**src/rtl/sq_rr_sched.sv**
```systemverilog
// Round-robin front end that shares one squaring datapath among NREQ requesters.
// An in-order tag queue remembers who issued each operand so results can be steered back.
module sq_rr_sched #(
    parameter int DATAW      = 16,
    parameter int NREQ       = 4,
    parameter int TAGQ_DEPTH = 4
) (
    input  logic                                clk,
    input  logic                                rst_n,
    input  logic [NREQ-1:0]                     req_valid,
    output logic [NREQ-1:0]                     req_ready,
    input  logic [NREQ*DATAW-1:0]               req_data,
    output logic                                mul_in_valid,
    input  logic                                mul_in_ready,
    output logic [DATAW-1:0]                    mul_in_data,
    input  logic                                mul_out_valid,
    output logic                                mul_out_ready,
    input  logic [2*DATAW-1:0]                  mul_out_data,
    output logic [NREQ-1:0]                     rsp_valid,
    input  logic [NREQ-1:0]                     rsp_ready,
    output logic [2*DATAW-1:0]                  rsp_data,
    output logic [$clog2(TAGQ_DEPTH+1)-1:0]     outstanding,
    output logic                                busy,
    output logic                                err_orphan
);

    localparam int IDW  = $clog2(NREQ);
    localparam int PTRW = $clog2(TAGQ_DEPTH);
    localparam int CNTW = $clog2(TAGQ_DEPTH+1);

    logic [IDW-1:0]  rr_ptr_q, rr_ptr_d;
    logic            lock_q;
    logic [IDW-1:0]  lock_id_q;
    logic [IDW-1:0]  tagq_q [TAGQ_DEPTH];
    logic [PTRW-1:0] wr_ptr_q, rd_ptr_q;
    logic [CNTW-1:0] count_q, count_d;
    logic            err_orphan_q;

    logic            full, empty, any_elig, fire, pop;
    logic [NREQ-1:0] eligible;
    logic [IDW-1:0]  scan_id, grant_id, head_id;

    assign full     = (count_q == CNTW'(TAGQ_DEPTH));
    assign empty    = (count_q == '0);
    assign eligible = full ? '0 : req_valid;

    // NOTE: every signal driven in always_comb gets a default first, so no latch is inferred.
    // Scan offsets high to low so the smallest offset from rr_ptr wins.
    always_comb begin
        scan_id  = rr_ptr_q;
        any_elig = 1'b0;
        for (int k = NREQ-1; k >= 0; k--) begin
            if (eligible[(int'(rr_ptr_q) + k) % NREQ]) begin
                scan_id  = IDW'((int'(rr_ptr_q) + k) % NREQ);
                any_elig = 1'b1;
            end
        end
    end

    assign grant_id     = lock_q ? lock_id_q : scan_id;
    assign mul_in_valid = rst_n & (lock_q | any_elig);
    assign fire         = mul_in_valid & mul_in_ready;
    assign req_ready    = fire ? (NREQ'(1) << grant_id) : '0;
    assign mul_in_data  = req_data[grant_id*DATAW +: DATAW];
    assign rr_ptr_d     = (grant_id == IDW'(NREQ-1)) ? '0 : grant_id + 1'b1;

    // An empty queue means the result has no owner: accept and drop it.
    assign head_id       = tagq_q[rd_ptr_q];
    assign mul_out_ready = rst_n & (empty | rsp_ready[head_id]);
    assign rsp_valid     = (rst_n & mul_out_valid & ~empty) ? (NREQ'(1) << head_id) : '0;
    assign rsp_data      = mul_out_data;
    assign pop           = mul_out_valid & mul_out_ready & ~empty;

    always_comb begin
        count_d = count_q;
        if (fire && !pop)
            count_d = count_q + 1'b1;
        else if (!fire && pop)
            count_d = count_q - 1'b1;
    end

    // NOTE: sequential state uses non-blocking assignments so every flop samples pre-edge values.
    always_ff @(posedge clk or negedge rst_n) begin
        if (!rst_n) begin
            rr_ptr_q     <= '0;
            lock_q       <= 1'b0;
            lock_id_q    <= '0;
            wr_ptr_q     <= '0;
            rd_ptr_q     <= '0;
            count_q      <= '0;
            err_orphan_q <= 1'b0;
        end else begin
            if (fire) begin
                rr_ptr_q <= rr_ptr_d;
                lock_q   <= 1'b0;
                wr_ptr_q <= wr_ptr_q + 1'b1;
            end else if (mul_in_valid) begin
                lock_q    <= 1'b1;
                lock_id_q <= grant_id;
            end
            if (pop)
                rd_ptr_q <= rd_ptr_q + 1'b1;
            count_q <= count_d;
            if (mul_out_valid && empty)
                err_orphan_q <= 1'b1;
        end
    end

    // NOTE: tag storage is not reset; entries are only read while count_q says they are valid.
    always_ff @(posedge clk) begin
        if (fire)
            tagq_q[wr_ptr_q] <= grant_id;
    end

    assign outstanding = count_q;
    assign busy        = ~empty;
    assign err_orphan  = err_orphan_q;

endmodule

```
**config.mk**
```make
export PLATFORM = sky130hd
export DESIGN_NAME = sq_rr_sched
export DESIGN_NICKNAME = d
export VERILOG_FILES = /design/src/rtl/sq_rr_sched.sv
export SDC_FILE = /design/constraint.sdc
export NUM_CORES = 1
export LEC_CHECK = 0
export CORE_MARGIN = 3
export CORE_UTILIZATION = 38
export DETAILED_ROUTE_END_ITERATION = 8
export PLACE_DENSITY = 0.83
export SLEW_MARGIN = 20
export SYNTH_ARGS = -nofsm -noshare
export SYNTH_HDL_FRONTEND = slang
export SYNTH_SLANG_ARGS = --single-unit
```
**constraint.sdc**
```tcl
create_clock -name clk -period 2.9 [get_ports clk]
set_input_delay 0.725 -clock clk [delete_from_list [all_inputs] [get_ports clk]]
set_output_delay 0.725 -clock clk [all_outputs]
set_load 0.005 [all_outputs]
```
==> impl_metrics.env <==
export IMPL_outcome="finished, violations left"
export IMPL_violations="negative setup slack"
export IMPL_worst_slew_pin_slew_ps=552
export IMPL_setup_violations=20
export IMPL_core_area_um2=6910
export IMPL_ys_ff_latch=21
export IMPL_grt_usage=0.287
export IMPL_fin_crit_sh=1.09
export IMPL_async_flop_share=0.619
export IMPL_synth_warnings=0
export IMPL_diodes=0
export IMPL_drt_total_wl_um=13400
export IMPL_ant_nets=0
export IMPL_synth_fp_nets=434
export IMPL_hp_class="in -> async"
export IMPL_post_route_min_period_ps=3160
export IMPL_vias_per_cell=6.44
export IMPL_drc=0
export IMPL_power_density_nw_per_um2=906
export IMPL_clock_latency_ps=270
export IMPL_worstSetupPathType="in -> out"
export IMPL_die_h_um=90.9
export IMPL_grt_pass1_vias=3562
export IMPL_ios=171
export IMPL_arrival_ps=2440
export IMPL_synth_cell_types=44
export IMPL_synthesis_area_um2=2740
export IMPL_cts_hold_buf=0
export IMPL_synth_edff_count=8
export IMPL_port_buffers=106
export IMPL_synthTopCellsByArea="dfrtp_1 12%, a2111oi_0 11%, a22o_1 10%"
export IMPL_dieArea_um2=8260
export IMPL_start_util=0.396
export IMPL_dpl_hpwl_um=6790
export IMPL_htreeDepth=1
export IMPL_maxCapViolCount=0
export IMPL_drtIter0Drc=351
export IMPL_fillers=411
export IMPL_dp_cells=506
export IMPL_max_clock_freq_mhz=316
export IMPL_fin_cells=560
export IMPL_clk_pin_slew_ps=90
export IMPL_grt_first_pass_wirelength_um=19200
export IMPL_synth_commonest_cells="38 x inv_1, 33 x a2111oi_0, 32 x a22o_1, 32 x a311oi_1, 32 x buf_4"
export IMPL_rsz0062_at_grt="yes"
export IMPL_antenna_found_initial=0
export IMPL_maxSlewHeadroom=0.632
export IMPL_vias=3608
export IMPL_place_gp_congestion=0.819
export IMPL_cp_max_fo=7
export IMPL_synth_seq_area_share=0.207
export IMPL_synth_top_area_frac=0.119
export IMPL_leakagePower_nw=2.17
export IMPL_crit_required_ps=2170
export IMPL_cts_buffer_depth=2
export IMPL_grt_max_degree=34
export IMPL_drt_pass1_iter_count=4
export IMPL_hold_violations=0
export IMPL_drive_gt1_frac=0.466
export IMPL_ir_drop_uv=373
export IMPL_routedWlPerCell_um=24.0
export IMPL_synth_most_common_cell="inv_1"
export IMPL_area_growth_pct=94.3
export IMPL_syn_area_per_cell_um2=8.66
export IMPL_grt_remaining_overflow=0
export IMPL_clockRootBuffer="clkbuf_8"
export IMPL_dieWidth_um=90.9
export IMPL_dp_slack_ps=-1080
export IMPL_skew_ps=16.9
export IMPL_hold_ws_ps=422
export IMPL_setup_slack_ps=-265
export IMPL_ys_flop_type="dfrtp_1"
export IMPL_worst_r2r_path_depth=11
export IMPL_postLayoutCoreUtil=0.770
export IMPL_synth_area_leader_cell="dfrtp_1"
export IMPL_cp_end_kind="output pin"
export IMPL_maxSlewViolCount=0
export IMPL_nets=583
export IMPL_syn_inst=316
export IMPL_cts_tree="yes"
export IMPL_r2r_slack_ps=30
export IMPL_cts_inserted_buffers=3
export IMPL_cts_sinks=21
export IMPL_rows=30
export IMPL_cp_start_kind="input port"
## what timing repair did
action / in CTS / in global routing
cloned: 7 / 1
endpoints found under the setup margin: 25 / 26
setup buffers: 32 / 11
pin swaps: 31 / 20
resized for setup: 246 / 35
## critical path, stage by stage
cell	delay, ps
buf_12	110
nor2b_4	130
o31ai_4	380
buf_6	190
buf_12	130
buf_6	120
a2111oi_4	70
a311oi_2	290
mux2i_1	140
buf_2	150
## metrics by stage
step                      TNS [ps]  area [µm²]  power [mW]
after floorplan                  0        2740        1.80
after global placement      -18400        4020        2.94
after detailed placement    -20140        4020        3.02
after CTS                    -1650        5110        4.31
after global routing         -4860        5320        5.02
final                        -3610        5320        4.82
## cell usage in the layout (no fill, tap or decap), types with 3 or more instances in the layout
cell,synthesis,routed
nand2_1,7,7
mux2_2,3,3
clkdlybuf4s50_1,0,79
clkbuf_8,0,3
ha_1,9,5
dfrtp_1,13,10
xnor2_1,4,4
edfxtp_1,8,8
buf_2,6,18
ha_4,0,3
buf_12,0,6
a2111oi_4,0,15
and3_4,0,3
a311oi_4,0,3
a2111oi_1,0,4
nor2_1,9,6
buf_8,0,5
buf_4,32,61
a2111oi_2,0,12
inv_1,38,37
and3_1,8,6
dfrtp_2,0,3
mux2i_1,17,15
a311oi_2,0,21
a311oi_1,32,8
buf_6,0,25
buf_16,0,6
a22o_1,32,32
## sequential cells by signal, indices dropped and copies added, names as in the netlist
| signal | count |
|---|---|
| lock_q | 1 |
| rr_ptr_q | 2 |
| rd_ptr_q | 2 |
| wr_ptr_q | 2 |
| outstanding | 3 |
| tagq_q | 8 |
| err_orphan | 1 |
| lock_id_q | 2 |
## cell families (layout without fill, tap and decap cells)
logic type	Yosys count	in the layout	share of synthesized area
adder cells (fa/ha/maj)	10	10	0.0485
AND/OR/NAND/NOR	37	37	0.0727
multiplexers	25	25	0.109
AO/OA/AOI/OAI	114	114	0.356
XOR/XNOR	6	6	0.0192
buffers and inverters	103	251	0.188
flip-flops	21	21	0.207
## path summary, 6_finish.rpt
check                             start             end
min reg2reg                  err_orphan      err_orphan
max reg2reg                 rd_ptr_q[0]  outstanding[2]
max                        req_valid[2]  mul_in_data[5]
min                               rst_n      err_orphan
min in group clk             err_orphan      err_orphan
max in group asynchronous         rst_n  outstanding[0]
## metal layers
metal  up-vias  share of wire  GRT usage  wire (µm)
li1       1500              -          -          -
met1      1753           0.37      0.341       4990
met2       278           0.49      0.505       6570
met3        77          0.087     0.0625       1160
met4         0          0.052      0.103        695
met5         -              0          0          0
## layout make-up
type | count | area [µm²] | area share
multi-input cells | 192 | 2350 | 0.442
well taps | 96 | 120 | 0.0226
clock buffers | 4 | 45.0 | 0.00847
inverters | 41 | 159 | 0.0299
flip-flops and latches | 21 | 569 | 0.107
repair buffers | 206 | 2070 | 0.390
## power by group
| group | internal, mW | switching (mW) | total [mW] |
|---|---|---|---|
| clock | 0.0980 | 0.0984 | 0.196 |
| sequential | 0.438 | 0.124 | 0.563 |
| combinational | 2.16 | 1.90 | 4.06 |
| total | 2.69 | 2.12 | 4.82 |
No activity file was read; power rests on OpenSTA's default activity.
